## src/rtl/esc_mode_controller.sv

```systemverilog
`default_nettype none
// ============================================================================
// Module   : esc_mode_controller
// Purpose  : Escape-mode front end for the C-PHY master LP transmitter.
//            Runs the escape entry sequence, fetches the 8-bit escape
//            command from the downstream sequencer, sends it spaced-one-hot,
//            then serialises LPDT bytes, parks in ULPS or exits to Stop.
// Revision : 1.0 - initial release
// ============================================================================
module esc_mode_controller #(
  parameter int TLPX_CYC    = 1,
  parameter int TWAKEUP_CYC = 16
) (
  input  logic       TxClkEsc,
  input  logic       RstN,
  input  logic       TxRequestEsc,
  input  logic       TxLpdtEsc,
  input  logic       TxUlpsEsc,
  input  logic [3:0] TxTriggerEsc,
  input  logic       TxUlpsExit,
  input  logic [7:0] TxDataEsc,
  input  logic       TxValidEsc,
  output logic       TxReadyEsc,
  input  logic       SeqBit,
  input  logic       CmdDone,
  output logic [7:0] EscSeqCtr,
  output logic [1:0] LpState,
  output logic       EscBusy,
  output logic       UlpsActiveNot,
  output logic       CmdErr
);

  // One shared down-time counter covers line-state timing, the 9-cycle
  // command fetch and the wake-up interval, so size it for the longest.
  localparam int MAX_AB  = (TLPX_CYC > TWAKEUP_CYC) ? TLPX_CYC : TWAKEUP_CYC;
  localparam int CNT_MAX = (MAX_AB > 9) ? MAX_AB : 9;
  localparam int CNT_W   = $clog2(CNT_MAX);

  localparam logic [CNT_W-1:0] TLPX_LAST  = CNT_W'(TLPX_CYC - 1);
  localparam logic [CNT_W-1:0] WAKE_LAST  = CNT_W'(TWAKEUP_CYC - 1);
  localparam logic [CNT_W-1:0] FETCH_LAST = CNT_W'(8);
  localparam logic [CNT_W-1:0] CNT_ONE    = CNT_W'(1);

  localparam logic [1:0] LP_STOP  = 2'b11;
  localparam logic [1:0] LP_MARK1 = 2'b10;
  localparam logic [1:0] LP_MARK0 = 2'b01;
  localparam logic [1:0] LP_SPACE = 2'b00;

  typedef enum logic [3:0] {
    ST_STOP,
    ST_ENTRY,
    ST_FETCH,
    ST_CMD_TX,
    ST_LPDT_WAIT,
    ST_LPDT_TX,
    ST_ULPS,
    ST_WAKEUP,
    ST_EXIT
  } state_t;

  state_t           state, state_n;
  logic [CNT_W-1:0] cnt, cnt_n;
  logic [2:0]       idx, idx_n;         // entry step or bit index
  logic             phase, phase_n;     // 0 = mark, 1 = space
  logic [5:0]       sel, sel_n;         // latched one-hot mode
  logic [7:0]       tx_reg, tx_n;       // command / payload shift register
  logic             done_seen, done_seen_n;

  logic [1:0]       lp_state, lp_n;
  logic [5:0]       seq_ctr, ctr_n;
  logic             tx_ready, ready_n;
  logic             esc_busy, busy_n;
  logic             ulps_not, ulps_n;
  logic             cmd_err, err_n;

  logic [5:0]       mode_req;

  // Spaced-one-hot mark for one data bit.
  function automatic logic [1:0] mark_of(input logic b);
    return b ? LP_MARK1 : LP_MARK0;
  endfunction

  // Line pattern of the four escape entry steps.
  function automatic logic [1:0] entry_line(input logic [1:0] step);
    logic [1:0] v;
    case (step)
      2'd0:    v = LP_MARK1;
      2'd1:    v = LP_SPACE;
      2'd2:    v = LP_MARK0;
      default: v = LP_SPACE;
    endcase
    return v;
  endfunction

  assign LpState       = lp_state;
  assign EscSeqCtr     = {2'b00, seq_ctr};
  assign TxReadyEsc    = tx_ready;
  assign EscBusy       = esc_busy;
  assign UlpsActiveNot = ulps_not;
  assign CmdErr        = cmd_err;

  // Priority-encode the requested mode: LPDT, ULPS, then triggers 0..3.
  always_comb begin
    mode_req = 6'b000000;
    if (TxLpdtEsc)            mode_req = 6'b000001;
    else if (TxUlpsEsc)       mode_req = 6'b000010;
    else if (TxTriggerEsc[0]) mode_req = 6'b000100;
    else if (TxTriggerEsc[1]) mode_req = 6'b001000;
    else if (TxTriggerEsc[2]) mode_req = 6'b010000;
    else if (TxTriggerEsc[3]) mode_req = 6'b100000;
  end

  // Next state and next registered outputs; outputs are computed one cycle
  // ahead so every port comes straight from a flop.
  always_comb begin
    state_n     = state;
    cnt_n       = cnt;
    idx_n       = idx;
    phase_n     = phase;
    sel_n       = sel;
    tx_n        = tx_reg;
    done_seen_n = done_seen;
    lp_n        = lp_state;
    ctr_n       = seq_ctr;
    ready_n     = tx_ready;
    busy_n      = esc_busy;
    ulps_n      = ulps_not;
    err_n       = cmd_err;

    case (state)
      ST_STOP: begin
        if (TxRequestEsc && (mode_req != 6'b000000)) begin
          state_n = ST_ENTRY;
          sel_n   = mode_req;
          cnt_n   = '0;
          idx_n   = 3'd0;
          lp_n    = LP_MARK1;
          busy_n  = 1'b1;
        end
      end

      ST_ENTRY: begin
        if (cnt == TLPX_LAST) begin
          cnt_n = '0;
          if (idx == 3'd3) begin
            state_n     = ST_FETCH;
            idx_n       = 3'd0;
            done_seen_n = 1'b0;
            lp_n        = LP_SPACE;
            ctr_n       = sel;
          end else begin
            idx_n = idx + 3'd1;
            lp_n  = entry_line(idx[1:0] + 2'd1);
          end
        end else begin
          cnt_n = cnt + CNT_ONE;
        end
      end

      ST_FETCH: begin
        // Select is presented in cycle 0; bits arrive on the following 8 edges.
        if (cnt != '0) begin
          tx_n = {SeqBit, tx_reg[7:1]};
          if (CmdDone) done_seen_n = 1'b1;
        end
        if (cnt == FETCH_LAST) begin
          ctr_n   = 6'b000000;
          if (!(done_seen || CmdDone)) err_n = 1'b1;
          state_n = ST_CMD_TX;
          cnt_n   = '0;
          idx_n   = 3'd0;
          phase_n = 1'b0;
          lp_n    = mark_of(tx_n[0]);
        end else begin
          cnt_n = cnt + CNT_ONE;
        end
      end

      ST_CMD_TX, ST_LPDT_TX: begin
        if (cnt == TLPX_LAST) begin
          cnt_n = '0;
          if (!phase) begin
            phase_n = 1'b1;
            lp_n    = LP_SPACE;
          end else if (idx == 3'd7) begin
            phase_n = 1'b0;
            idx_n   = 3'd0;
            if (sel[0]) begin
              state_n = ST_LPDT_WAIT;
              lp_n    = LP_SPACE;
              ready_n = 1'b1;
            end else if (sel[1]) begin
              state_n = ST_ULPS;
              lp_n    = LP_SPACE;
              ulps_n  = 1'b0;
            end else begin
              state_n = ST_EXIT;
              lp_n    = LP_MARK1;
            end
          end else begin
            idx_n   = idx + 3'd1;
            phase_n = 1'b0;
            tx_n    = {1'b0, tx_reg[7:1]};
            lp_n    = mark_of(tx_reg[1]);
          end
        end else begin
          cnt_n = cnt + CNT_ONE;
        end
      end

      ST_LPDT_WAIT: begin
        // A dropped request wins over a simultaneous valid byte.
        if (!TxRequestEsc) begin
          state_n = ST_EXIT;
          ready_n = 1'b0;
          lp_n    = LP_MARK1;
          cnt_n   = '0;
        end else if (TxValidEsc) begin
          state_n = ST_LPDT_TX;
          ready_n = 1'b0;
          tx_n    = TxDataEsc;
          lp_n    = mark_of(TxDataEsc[0]);
          cnt_n   = '0;
          idx_n   = 3'd0;
          phase_n = 1'b0;
        end
      end

      ST_ULPS: begin
        if (TxUlpsExit) begin
          state_n = ST_WAKEUP;
          cnt_n   = '0;
          lp_n    = LP_MARK1;
        end
      end

      ST_WAKEUP: begin
        if (cnt == WAKE_LAST) begin
          state_n = ST_STOP;
          lp_n    = LP_STOP;
          ulps_n  = 1'b1;
          busy_n  = 1'b0;
        end else begin
          cnt_n = cnt + CNT_ONE;
        end
      end

      ST_EXIT: begin
        if (cnt == TLPX_LAST) begin
          state_n = ST_STOP;
          lp_n    = LP_STOP;
          busy_n  = 1'b0;
        end else begin
          cnt_n = cnt + CNT_ONE;
        end
      end

      default: begin
        state_n = ST_STOP;
        lp_n    = LP_STOP;
        ctr_n   = 6'b000000;
        ready_n = 1'b0;
        busy_n  = 1'b0;
        ulps_n  = 1'b1;
      end
    endcase
  end

  // State, datapath and output registers; reset drops the line to Stop at once.
  always_ff @(posedge TxClkEsc or negedge RstN) begin
    if (!RstN) begin
      state     <= ST_STOP;
      cnt       <= '0;
      idx       <= 3'd0;
      phase     <= 1'b0;
      sel       <= 6'b000000;
      tx_reg    <= 8'h00;
      done_seen <= 1'b0;
      lp_state  <= LP_STOP;
      seq_ctr   <= 6'b000000;
      tx_ready  <= 1'b0;
      esc_busy  <= 1'b0;
      ulps_not  <= 1'b1;
      cmd_err   <= 1'b0;
    end else begin
      state     <= state_n;
      cnt       <= cnt_n;
      idx       <= idx_n;
      phase     <= phase_n;
      sel       <= sel_n;
      tx_reg    <= tx_n;
      done_seen <= done_seen_n;
      lp_state  <= lp_n;
      seq_ctr   <= ctr_n;
      tx_ready  <= ready_n;
      esc_busy  <= busy_n;
      ulps_not  <= ulps_n;
      cmd_err   <= err_n;
    end
  end

endmodule
`default_nettype wire

```

## config.mk

```make
export PLATFORM = sky130hd
export DESIGN_NAME = esc_mode_controller
export DESIGN_NICKNAME = d
export VERILOG_FILES = /design/src/rtl/esc_mode_controller.sv
export SDC_FILE = /design/constraint.sdc
export NUM_CORES = 1
export LEC_CHECK = 0
export CAP_MARGIN = 20
export CORE_ASPECT_RATIO = 1.4
export CORE_MARGIN = 2
export CORE_UTILIZATION = 53
export CTS_BUF_LIST = sky130_fd_sc_hd__clkbuf_2
export DETAILED_ROUTE_END_ITERATION = 10
export PLACE_DENSITY_LB_ADDON = 0.05
export SETUP_SLACK_MARGIN = 0.02
export SYNTH_ARGS = -nofsm -noshare
export SYNTH_HDL_FRONTEND = slang
export SYNTH_SLANG_ARGS = --single-unit
```

## constraint.sdc

```tcl
create_clock -name TxClkEsc -period 3.9 [get_ports TxClkEsc]
set_clock_uncertainty 0.05 [all_clocks]
set_input_delay 0.78 -clock TxClkEsc [delete_from_list [all_inputs] [get_ports TxClkEsc]]
set_output_delay 0.78 -clock TxClkEsc [all_outputs]
set_load 0.005 [all_outputs]
```

Yosys cells after proc, flatten, opt, wreduce, memory -nomap -nowiden
Cells that the tools add are included.
{"block": "word_totals", "reg_bits": 39, "inputBits": 21, "out_inout_bits": 14}
{"block": "classes", "addsub": 3, "n_eq_ne": 34, "muxes": 99, "bitwise_logic": 5, "reduce_logical": 31}
{"operator": "$mux W4", "n": 22}
{"operator": "$mux W8", "n": 7}
{"operator": "$mux W6", "n": 9}
{"operator": "$ne A2 B2 Y1 const B", "n": 20}
{"operator": "$mux W2", "n": 17}
{"operator": "$pmux W4 S8", "n": 1}
{"operator": "$pmux W4 S7", "n": 1}
{"operator": "$mux W3", "n": 9}
{"operator": "$pmux W8 S3", "n": 1}
{"operator": "$mux W1", "n": 23}
{"operator": "$pmux W6 S3", "n": 1}
{"operator": "$reduce_and A6 Y1", "n": 3}
{"operator": "$reduce_or A6 Y1", "n": 3}
{"operator": "$eq A4 B3 Y1 const B", "n": 4}
{"operator": "$pmux W2 S8", "n": 1}
{"operator": "$reduce_and A8 Y1", "n": 2}
{"operator": "$pmux W3 S5", "n": 1}
{"operator": "$reduce_and A7 Y1", "n": 2}
{"operator": "$eq A4 B4 Y1 const B", "n": 3}
{"operator": "$reduce_and A11 Y1", "n": 1}
{"operator": "$reduce_and A5 Y1", "n": 2}
{"operator": "$pmux W1 S3", "n": 3}
{"operator": "$eq A4 B2 Y1 const B", "n": 2}
{"operator": "$logic_not A4 Y1", "n": 2}
{"operator": "other kinds (27)", "n": 32}

Longest topological paths before layout
{"block": "logic_depth", "word_depth": 10, "ltp_mapped": 9, "ltp_nobuf": 8}

Worst setup path after synthesis
No wires, ideal clock.
{"block": "synth_path", "path_kind": "input port to flip-flop", "from": "input TxLpdtEsc", "to": "register sel[0]", "setup_ps": 125, "t_arrival_ps": 2209, "required_time_ps": 3725, "path_slack_ps": 1516, "cell_stages": 5, "path_cell_list": "or4_1 -> nand2b_1 -> o211ai_1 -> buf_2 -> mux2_2"}
{"block": "synth_via", "elab_chain_len": 4}
{"item": "from (decl)", "line": "17", "rtl": "input logic TxLpdtEsc,"}
{"item": "$mux W6 *", "line": "105", "rtl": "if (TxLpdtEsc) mode_req = 6'b000001;"}
{"item": "$reduce_bool A6 Y1", "line": "132", "rtl": "if (TxRequestEsc && (mode_req != 6'b000000)) begin"}
{"item": "$logic_and A1 B1 Y1", "line": "132"}
{"item": "$reduce_and A2 Y1 (no line)"}
{"item": "to (signal assigned)", "line": "290", "rtl": "sel <= sel_n;"}
{"item": "to (decl)", "line": "65", "rtl": "logic [5:0] sel, sel_n;"}
Mark *: on every way between the ends. The rest lies on a longest branch, timed or not.
A chain may end at the register's enable or synchronous reset.

Final worst setup path
{"block": "layout_path", "from": "register cnt[0]", "to": "register tx_reg[2]"}
{"block": "layout_via", "elab_chain_len": 3}
{"item": "from (decl)", "line": "62", "rtl": "logic [CNT_W-1:0] cnt, cnt_n;"}
{"item": "from (signal assigned)", "line": "287", "rtl": "cnt <= cnt_n;"}
{"item": "$reduce_bool A4 Y1 or $logic_not A4 Y1 (tied branches)", "line": "162, 180"}
{"item": "$ne A2 B2 Y1 (no line)"}
{"item": "$reduce_and A7 Y1 (no line) *"}
{"item": "to (signal assigned)", "line": "291", "rtl": "tx_reg <= tx_n;"}
{"item": "to (decl)", "line": "66", "rtl": "logic [7:0] tx_reg, tx_n;"}
Marks and branches as above.

==> impl_summary.txt <==
----------------------------------------------------
[Synthesis]
  Synth Cell Area ... 2480 µm²
  Leading cell type by number of instances after synthesis ... sky130_fd_sc_hd__dfrtp_1
  Area contributors post-synth ... sky130_fd_sc_hd__dfrtp_1, sky130_fd_sc_hd__o21ai_0, sky130_fd_sc_hd__nand2_1
  Most used flip-flop cell after synthesis ... sky130_fd_sc_hd__dfrtp_1
  Count of flip-flops with a built-in enable after synthesis ... 0
  Post-Synthesis Mean Instance Area ... 8.66 µm²
  Synth Warn # ... 0
  Dominant cell type by area after synthesis ... sky130_fd_sc_hd__dfrtp_1
  Area fraction of the dominant cell type after synthesis ... 36.3%
  Leading post-synthesis cells by instance count ... sky130_fd_sc_hd__dfrtp_1, sky130_fd_sc_hd__nand2_1, sky130_fd_sc_hd__o21ai_0, sky130_fd_sc_hd__nor2_1, sky130_fd_sc_hd__a21oi_1
  Yosys reg bits ... 39
  Cell count after synthesis ... 287
  Netlist cell types ... 55
  Seq/Total Area, Yosys ... 39.4%
  Post-synthesis async set-or-reset flop share ... 100%

[STA]
  Timing-limited maximum frequency ... 375 MHz
  RSZ-0062 raised after global routing ... false
  Setup TNS ... 0 ns
  Share of the clock period used by the worst path after layout ... 68.3%
  Worst slew slack as a fraction of its limit ... 40.3%
  Worst hold-check slack ... 0.408 ns
  Period minus WS final ... 2.66 ns
  Number of endpoints with negative hold slack in the final report ... 0
  Final count of pins violating max slew ... 0
  Actual slew at the worst max-slew pin ... 0.896 ns
  Number of failing setup endpoints in the final timing report ... 0

[CTS]
  CTS Sinks ... 39
  Post-CTS Hold Buffers ... 0
  Clock network latency to the later pin of the worst-skew pair ... 0.40 ns
  Reg clk slew, reported paths ... 0.21 ns
  Post-cts repair resize count ... 0
  H-tree levels ... 2
  Library cell used as clock root buffer ... sky130_fd_sc_hd__clkbuf_2
  Clock tree from TritonCTS ... done
  Number of buffers added by the clock tree synthesis step ... 5
  Setup Fix Bufs, Post-CTS ... 0
  Maximum root-to-sink buffer count ... 2

[Placed design]
  Weighted congestion reported at the end of routability-driven placement ... 0.916
  Post-DP HPWL ... 4210 µm
  IO buf count ... 32

[Critical path]
  Top fanout value on the critical path ... 14
  Endpoint required time on the critical path ... 4.17 ns
  Cell chain of the critical path ... inv_1, ha_1, nor3b_2, nand3b_1, a221oi_2, nor2_1, a21oi_1
  Slowest library cell on the worst path ... sky130_fd_sc_hd__a221oi_2
  R2R Setup Slk ... 1.24 ns
  Type of destination of the critical path ... flip-flop
  Slowest Stage Delay on Critical Path ... 0.80 ns
  Startpoint class of the critical path ... flip-flop
  Critical path data arrival time ... 2.94 ns
  Crit Path Class ... reg -> reg

[Job]
  Max-cap violation count ... 0

[Die]
  Number of placement rows ... 29
  Initial cell density of the core ... 54.8%
  Area of the placeable core ... 4540 µm²
  Floorplan die width ... 61.9 µm
  Die extent in y ... 85.0 µm
  Floorplan die area ... 5260 µm²
  IO Count ... 35

[Routing]
  Count of unresolved DRC violations after routing ... 0
  Count of nets left with antenna violations after detail routing ... 0
  Via density per instance ... 5.82
  Count of routing violations after the opening detailed-route iteration ... 114
  Routed wire length ... 5740 µm
  First drt pass iteration count ... 4
  Average routed wire per standard cell ... 15.3 µm
  Number of vias in the routed layout ... 2,183

[Pwr]
  Total power divided by cell area ... 772 nW/µm²
  Worst VDD drop ... 561 µV
  Leak ... 1.20 nW

[Min path]
  Worst hold-check path type ... in -> async

[Final layout]
  Synth-to-layout area growth ... 15.6%
  Diodes inserted ... 0
  Number of flip-flops under the largest register name ... 8
  Count of nets after finishing ... 341
  Proportion of layout cells with a drive suffix above 1 ... 8.31%

[Global route]
  GRT Util Overall ... 23.9%
  Via count of the first global-routing pass ... 2,033
  Largest net degree at the start of global routing ... 40
  Total congestion overflow after global routing ... 0
  Antenna violations before repair ... 0
  Wire length of the first global-routing pass ... 9470 µm

[Outcome]
  Status ... complete, no violations

----------------------------------------------------
==> metrics by stage <==
step           setup slack [ns]  area (µm²)  total power, W  cells  utilization (%)
2_1_floorplan              1.52        2490         0.00166    288                -
3_3_place_gp              0.984        2810         0.00195    367             61.9
3_5_place_dp              0.928        2810         0.00198    367             61.9
4_1_cts                    1.23        2870         0.00222    375             63.3
5_1_grt                   0.923        2870         0.00243    375             63.3
6_report                   1.24        2870         0.00222    375             63.3
==> final timing paths <==
| path | to | startpoint | cells past startpoint |
|---|---|---|---|
| worst min-delay path | seq_ctr[5] | RstN | 1 |
| worst min register to register | CmdErr | CmdErr | 1 |
| worst max-delay path | tx_reg[2] | cnt[0] | 7 |
| max in group asynchronous | tx_reg[5] | RstN | 1 |
| min in group TxClkEsc | CmdErr | CmdErr | 1 |
| worst max register to register | tx_reg[2] | cnt[0] | 7 |
==> routing by layer <==
layer  wire (µm)  track usage [%]  share of wire (%)  vias to the layer above
met2        2960             38.8                 52                       46
met3         178             5.03                3.1                       11
met1        2470             30.2                 43                     1043
met5           0                0                  0                        -
li1            -                -                  -                     1083
met4         125             9.28                2.2                        0
==> critical path, delay by kind of cell, from the launching register on <==
kind,cells,cell delay (ns)
simple gates,3,0.84
fa+ha+maj,1,0.21
compound gates,2,0.96
flops,1,0.46
buf+inv,1,0.07
==> report_power, final <==
part / leakage (nW) / switching [W] / internal [W]
Combinational: 0.665 / 0.000675 / 0.000521
Clock: 0.0404 / 0.000136 / 0.000105
Sequential: 0.490 / 0.000216 / 0.000564
==> kinds of logic after synthesis <==
| kind of cell | count (synthesis) | share of synthesized area [%] |
|---|---|---|
| flops | 39 | 39.4 |
| mux | 5 | 2.17 |
| other cells | 1 | 0.151 |
| fa+ha+maj | 8 | 4.03 |
| simple gates | 109 | 22.8 |
| xor+xnor | 1 | 0.353 |
| buf+inv | 29 | 5.49 |
| compound gates | 95 | 25.6 |
==> placed cells by master (no fill, tap or decap), drive strengths merged, types with 5 or more instances in the layout <==
cell type,synthesis,final
clkbuf,4,5
o21ai,29,29
nor2,22,22
a31oi,5,5
inv,11,11
nand3,7,7
a21oi,20,20
clkdlybuf4s50,0,31
nand2,34,34
nor3,10,10
a22oi,13,13
dfrtp,36,36
nor2b,6,6
ha,8,8
nand2b,11,11
==> layout make-up <==
class | count | area, µm²
fill | 428 | 1660
multi-input combinational | 220 | 1370
sequential | 39 | 980
timing repair buffer | 35 | 338
tap | 62 | 77.6
inverter | 11 | 41.3
clock inverter | 3 | 38.8
clock buffer | 5 | 25.0
(Power assumes the default switching activity.)
